**config.mk**
```make
export PLATFORM = sky130hd
export DESIGN_NAME = store_stage
export DESIGN_NICKNAME = d
export VERILOG_FILES = /design/src/rtl/store_stage_pkg.sv /design/src/rtl/store_timeout_counter.sv /design/src/rtl/store_stage.sv
export SDC_FILE = /design/constraint.sdc
export NUM_CORES = 1
export LEC_CHECK = 0
export BUFFER_PORTS_ARGS = -buffer_cell sky130_fd_sc_hd__buf_2
export CELL_PAD_IN_SITES_DETAIL_PLACEMENT = 1
export CELL_PAD_IN_SITES_GLOBAL_PLACEMENT = 2
export CORE_MARGIN = 2
export CORE_UTILIZATION = 33
export CTS_CLUSTER_SIZE = 14
export DETAILED_ROUTE_END_ITERATION = 10
export HOLD_SLACK_MARGIN = 0.02
export PLACE_DENSITY = 0.87
export SETUP_SLACK_MARGIN = 0.5
export SYNTH_ARGS = -nofsm -noshare
export SYNTH_HDL_FRONTEND = slang
export SYNTH_SLANG_ARGS = --single-unit
```
**constraint.sdc**
```tcl
create_clock -name clk -period 3.2 [get_ports clk]
set_clock_uncertainty 0.15 [all_clocks]
set_input_delay 0.64 -clock clk [delete_from_list [all_inputs] [get_ports clk]]
set_output_delay 0.64 -clock clk [all_outputs]
set_load 0.05 [all_outputs]
```
**src/rtl/store_stage_pkg.sv**
```systemverilog
// Shared types for the store/writeback stage: op encoding, address and register-id widths,
// and the FSM state encoding.
package store_stage_pkg;

    localparam int unsigned PhysAddrWidth = 21;
    localparam int unsigned RegIdWidth    = 5;
    localparam int unsigned DataWidth     = 64;
    localparam int unsigned RetiredWidth  = 32;
    localparam int unsigned TimeoutWidth  = 16;

    typedef logic [PhysAddrWidth-1:0] phys_memory_address_t;
    typedef logic [RegIdWidth-1:0]    reg_id_t;

    typedef enum logic [1:0] {
        OpNop      = 2'd0,
        OpRegWrite = 2'd1,
        OpMemStore = 2'd2,
        OpJump     = 2'd3
    } store_op_t;

    localparam logic [0:0] StIdle    = 1'b0;
    localparam logic [0:0] StMemWait = 1'b1;

endpackage

```
**src/rtl/store_timeout_counter.sv**
```systemverilog
// Cycle counter for an outstanding memory write; expired is asserted combinationally on the
// last permitted wait cycle so the owner can give up at that clock edge.
module store_timeout_counter
    import store_stage_pkg::*;
#(
    parameter int unsigned Limit = 255
) (
    input  logic clk,
    input  logic reset_n,
    input  logic clear,
    input  logic enable,
    output logic expired
);

    localparam logic [TimeoutWidth-1:0] LastCount = TimeoutWidth'(Limit - 1);

    logic [TimeoutWidth-1:0] count_q;
    logic [TimeoutWidth-1:0] count_d;

    always_comb begin
        count_d = count_q;
        if (clear) begin
            count_d = '0;
        end else if (enable) begin
            count_d = count_q + 1'b1;
        end
    end

    always_ff @(posedge clk or negedge reset_n) begin
        if (!reset_n) begin
            count_q <= '0;
        end else begin
            count_q <= count_d;
        end
    end

    // count_q holds wait cycles already elapsed, so this fires on the Limit-th one
    assign expired = enable && (count_q == LastCount);

endmodule

```
**src/rtl/store_stage.sv**
```systemverilog
// Writeback stage: retires execute results as register writes, fetch redirects or
// memory stores, waiting (with timeout) for the bus to acknowledge stores.
module store_stage
    import store_stage_pkg::*;
#(
    parameter int unsigned core_id     = 0,
    parameter int unsigned MEM_TIMEOUT = 255
) (
    input  logic                     clk,
    input  logic                     reset_n,
    input  logic                     in_valid,
    output logic                     in_ready,
    input  logic [1:0]               in_op,
    input  logic [RegIdWidth-1:0]    in_reg_id,
    input  logic [DataWidth-1:0]     in_value,
    input  logic [PhysAddrWidth-1:0] in_address,
    output logic                     rf_we,
    output logic [RegIdWidth-1:0]    rf_id,
    output logic [DataWidth-1:0]     rf_data,
    output logic                     mem_req,
    output logic [PhysAddrWidth-1:0] mem_addr,
    output logic [DataWidth-1:0]     mem_wdata,
    input  logic                     mem_ack,
    output logic                     fetch_valid,
    output logic [PhysAddrWidth-1:0] fetch_pc,
    output logic [RetiredWidth-1:0]  retired,
    output logic                     mem_err
);

    logic [0:0]              state_q, state_d;
    logic                    rf_we_q, rf_we_d;
    reg_id_t                 rf_id_q, rf_id_d;
    logic [DataWidth-1:0]    rf_data_q, rf_data_d;
    logic                    mem_req_q, mem_req_d;
    phys_memory_address_t    mem_addr_q, mem_addr_d;
    logic [DataWidth-1:0]    mem_wdata_q, mem_wdata_d;
    logic                    fetch_valid_q, fetch_valid_d;
    phys_memory_address_t    fetch_pc_q, fetch_pc_d;
    logic [RetiredWidth-1:0] retired_q, retired_d;
    logic                    mem_err_q, mem_err_d;

    store_op_t op;
    logic      accept;
    logic      retire;
    logic      waiting;
    logic      timeout_expired;

    assign op      = store_op_t'(in_op);
    assign waiting = (state_q == StMemWait);
    assign accept  = in_valid && !waiting;

    store_timeout_counter #(
        .Limit (MEM_TIMEOUT)
    ) u_timeout (
        .clk     (clk),
        .reset_n (reset_n),
        .clear   (!waiting),
        .enable  (waiting && !mem_ack),
        .expired (timeout_expired)
    );

    always_comb begin
        state_d       = state_q;
        rf_we_d       = 1'b0;
        rf_id_d       = rf_id_q;
        rf_data_d     = rf_data_q;
        mem_req_d     = mem_req_q;
        mem_addr_d    = mem_addr_q;
        mem_wdata_d   = mem_wdata_q;
        fetch_valid_d = 1'b0;
        fetch_pc_d    = fetch_pc_q;
        mem_err_d     = mem_err_q;
        retire        = 1'b0;

        if (!waiting) begin
            if (accept) begin
                unique case (op)
                    OpNop: begin
                        retire = 1'b1;
                    end
                    OpRegWrite: begin
                        rf_we_d   = 1'b1;
                        rf_id_d   = in_reg_id;
                        rf_data_d = in_value;
                        retire    = 1'b1;
                    end
                    OpMemStore: begin
                        state_d     = StMemWait;
                        mem_req_d   = 1'b1;
                        mem_addr_d  = in_address;
                        mem_wdata_d = in_value;
                    end
                    OpJump: begin
                        fetch_valid_d = 1'b1;
                        fetch_pc_d    = in_address;
                        retire        = 1'b1;
                    end
                endcase
            end
        end else if (mem_ack) begin
            // an ack on the final allowed cycle still wins over the timeout
            state_d   = StIdle;
            mem_req_d = 1'b0;
            retire    = 1'b1;
        end else if (timeout_expired) begin
            state_d   = StIdle;
            mem_req_d = 1'b0;
            mem_err_d = 1'b1;
        end
    end

    assign retired_d = retired_q + RetiredWidth'(retire);

    always_ff @(posedge clk or negedge reset_n) begin
        if (!reset_n) begin
            state_q       <= StIdle;
            rf_we_q       <= 1'b0;
            rf_id_q       <= '0;
            rf_data_q     <= '0;
            mem_req_q     <= 1'b0;
            mem_addr_q    <= '0;
            mem_wdata_q   <= '0;
            fetch_valid_q <= 1'b0;
            fetch_pc_q    <= '0;
            retired_q     <= '0;
            mem_err_q     <= 1'b0;
        end else begin
            state_q       <= state_d;
            rf_we_q       <= rf_we_d;
            rf_id_q       <= rf_id_d;
            rf_data_q     <= rf_data_d;
            mem_req_q     <= mem_req_d;
            mem_addr_q    <= mem_addr_d;
            mem_wdata_q   <= mem_wdata_d;
            fetch_valid_q <= fetch_valid_d;
            fetch_pc_q    <= fetch_pc_d;
            retired_q     <= retired_d;
            mem_err_q     <= mem_err_d;
        end
    end

    assign in_ready    = !waiting;
    assign rf_we       = rf_we_q;
    assign rf_id       = rf_id_q;
    assign rf_data     = rf_data_q;
    assign mem_req     = mem_req_q;
    assign mem_addr    = mem_addr_q;
    assign mem_wdata   = mem_wdata_q;
    assign fetch_valid = fetch_valid_q;
    assign fetch_pc    = fetch_pc_q;
    assign retired     = retired_q;
    assign mem_err     = mem_err_q;

    assert property (@(posedge clk) disable iff (!reset_n) !(mem_req && in_ready))
        else $error("store_stage core %0d: mem_req raised while accepting", core_id);

endmodule
```
==> key figures <==
Final layout
  • Cell area after layout: around 0.012 sq mm
  • Fill cell total of the finished layout: ~2800
  • Multi-input gate area: around 0.0031 sq mm
  • Share of layout cells above drive strength 1: roughly 59%
  • Commonest non-fill, non-tap cell in the layout: buf_2
  • Sequential Area: roughly 0.0057 sq mm
  • Antenna diode count: 0
  • Commonest non-fill, non-tap cells in the layout: buf_2 (306), dfrtp_1 (228), mux2_2 (175)
  • Area Overhead vs Synth: 34.3%
  • Final nets: roughly 1000

Timing
  • Fmax: around 390 MHz
  • Slew Limit Fails: 0
  • Slew headroom: a little over half
  • Hold Vio Cnt, Final: 0
  • Tightest Pin Transition: between 0.7 and 0.8 ns
  • Final setup TNS: 0 ns
  • Final setup viols: 0
  • Post-layout min period: between 2 and 3 ns
  • Period utilization: 79.8%
  • RSZ-0062 raised after global routing: true

Critical path
  • Worst Path Required: around 3.5 ns
  • Crit path kind: reg -> reg
  • Worst path max stage delay: between 0.5 and 0.6 ns
  • CP endpoint kind: flip-flop
  • FF-to-FF setup slack: 0.65 ns
  • Critical Path Source Type: flip-flop
  • CP Data Arrival Time: ~2.9 ns
  • Critical-path top delay cell: or4_4
  • Largest delay contributor family on the critical path: simple AND/OR/NAND/NOR gates
  • Crit-path cells: nor2b_2 > nand2_1 > o21ai_0 > ha_1 > ha_1 > nand4_1 > or4_4 > nor3_1 > xnor2_1
  • Worst Path Max Fanout: 5
  • Worst path most repeated cell: ha_1
  • Buffers & Inverters on Critical Path: 0

Status
  • Status: complete, no violations

Floorplan
  • Full die area: ~0.028 sq mm
  • Area of the core: 0.0267 sq mm
  • Die Wd: between 150 and 200 um
  • Initial Util: around a third
  • Ports: ~300
  • Die Y: about 170 um
  • Row count: 60

Yosys
  • Avg Cell Area, Syn: ~15 sq um
  • Commonest register cell after synthesis: dfrtp_1
  • Synthesis Warnings: 0
  • Number of synthesized register bits: approximately 230
  • Post-synth EDFFs: 0
  • Post-Syn Instances: roughly 600
  • Cell variety after synth: 37
  • Sequential fraction of the synthesis area: between 60 and 70%
  • Post-synth ARST share: 100%
  • Syn_nets: about 700
  • Cell Area, Synth: about 0.0089 sq mm

Global route
  • Vias in the first global route: 6683
  • Initial antenna violation count: 0
  • Largest net degree at the start of global routing: 80
  • First-pass GRT wire length: around 38 mm
  • GRT Util Overall: ~17%
  • GRT Residual Overflow: 0

Run
  • Max_cap viols: 0

Detailed routing
  • # DRC: 0
  • DR pass1 iterations: 4
  • Post-DR wirelength/cell: roughly 19 um
  • Vias: 6091
  • Drt total wl: around 24 mm
  • Via density: 4.73
  • Remaining antenna violation count after routing: 0
  • Starting DRT DRC Count: 277

Clock tree
  • Htree depth: 1
  • CTS Root Cell: clkbuf_16
  • Clk_lat worst skew: ~0.54 ns
  • CTS sink count: approximately 230
  • Clk slew on worst S/H paths: approximately 0.06 ns
  • Longest Clk Path Bufs: 3
  • TritonCTS buffer count: 26
  • CTS tree: done

Power and ir drop
  • Pwr/cell area: 856 mW/mm^2
  • Switching share of power: 40.2%
  • Combinational share of power: approximately 34%
  • Psw: just over 4000 uW
  • Leak Pwr: 0.00573 uW
  • Flop pwr share: 36.6%
  • VDD IR max: approximately 0.50 mV
  • Proportion of power drawn by the clock network: 29.7%
  • Internal power: slightly above 6000 uW

Placed design
  • Hpwl dp: approximately 17 mm
  • Port Buffers: slightly above 300
  • Placed inst area: about 0.011 sq mm
  • Final GP Congestion: 0.764

Worst hold path
  • Hold WC Path Type: in -> reg
cell usage after synthesis, types with 2 or more instances:
cell type  instances  area share (%)
nor4_2             5            0.70
nor3_1             5            0.28
ha_1               4            0.56
dfrtp_1          228              64
or3_1              3            0.21
clkbuf_1           8            0.34
buf_2             13            0.73
o21ai_0            4            0.23
nor4_1             4            0.28
a21oi_1            4            0.23
or4_1              2            0.17
and4_1             3            0.30
buf_1              2           0.084
inv_1              9            0.38
nand4_1           11            0.77
xor2_1            24             2.4
nor2_1            20            0.84
nor2b_1            4            0.28
nand3_1           15            0.84
xnor2_1           17             1.7
nand2_1           16            0.68
and2_1             3            0.21
nand2b_1           3            0.21
and3_1             2            0.14
mux2_2           175              22
worst paths after layout:
kind,to,start,cells after the start
max reg2reg,retired[24],state_q,9
max,retired[24],state_q,9
max in group asynchronous,rf_data[61],reset_n,3
min,rf_id[2],in_reg_id[2],2
min reg2reg,mem_err,mem_err,2
min in group asynchronous,u_timeout.count_q[2],reset_n,2
cells by family after synthesis:
kind of cell    synth area share (%)
compound gates                 0.718
xor+xnor                        4.04
fa+ha+maj                      0.563
buf+inv                         1.70
flops                           64.2
mux                             22.3
simple gates                    6.56
worst register-to-register path, cell delays in order (launching register included):
cell and delay [ns]:
dfrtp_1 0.44, nor2b_2 0.21, nand2_1 0.08, o21ai_0 0.08, ha_1 0.21, ha_1 0.22
nand4_1 0.19, or4_4 0.52, nor3_1 0.21, xnor2_1 0.16
repair_timing:
| item | in CTS | in global routing |
|---|---|---|
| setup buffers | 0 | 1 |
| hold endpoints to repair | 74 | 0 |
| setup endpoints to repair | 9 | 10 |
| pin swaps | 0 | 2 |
| hold buffers | 1 | 0 |
| gates resized for setup | 3 | 4 |
layout make-up:
class | count | area share, %
clock buffer | 37 | 6.38
clock inverter | 11 | 1.07
inverter | 10 | 0.314
multi-input combinational | 334 | 25.9
sequential | 228 | 47.8
tap | 341 | 3.57
timing repair buffer | 327 | 15.0
registers in the layout (all words and copies together), names as in the netlist:
| register | count |
|---|---|
| rf_data | 64 |
| mem_err | 1 |
| retired | 32 |
| fetch_valid | 1 |
| rf_we | 1 |
| state_q | 1 |
| mem_req | 1 |
| fetch_pc | 21 |
| mem_addr | 21 |
| rf_id | 5 |
| mem_wdata | 64 |
| u_timeout.count_q | 16 |
power groups by stage:
| stage | clock, uW | sequential, uW | combinational, uW |
|---|---|---|---|
| 3_3_place_gp | 0 | 3750 | 3420 |
| 6_report | 3040 | 3740 | 3440 |
| 5_1_grt | 3270 | 3820 | 3570 |
| 2_1_floorplan | 0 | 5720 | 551 |
| 3_5_place_dp | 0 | 3790 | 3470 |
| 4_1_cts | 3140 | 3750 | 3480 |
routing by layer:
metal,up-vias,track usage [%],routed length (um)
met1,3116,19.3,9110
met4,0,4.27,476
met3,30,4.80,1760
met5,-,0,0
li1,2746,-,-
met2,199,30.0,12500
through the flow:
step	setup WS [ns]	instances	power, uW	util, %	hold slack, ns
floorplan	0.514	596	6270	-	0.194
global placement	0.183	1238	7170	41.1	0.299
detailed placement	0.0412	1238	7260	41.1	0.302
CTS	0.506	1287	10400	44.6	0.150
global route	0.468	1288	10700	44.7	0.159
finish	0.645	1288	10200	44.7	0.178
Note: power is estimated with default switching activity, not from simulation.
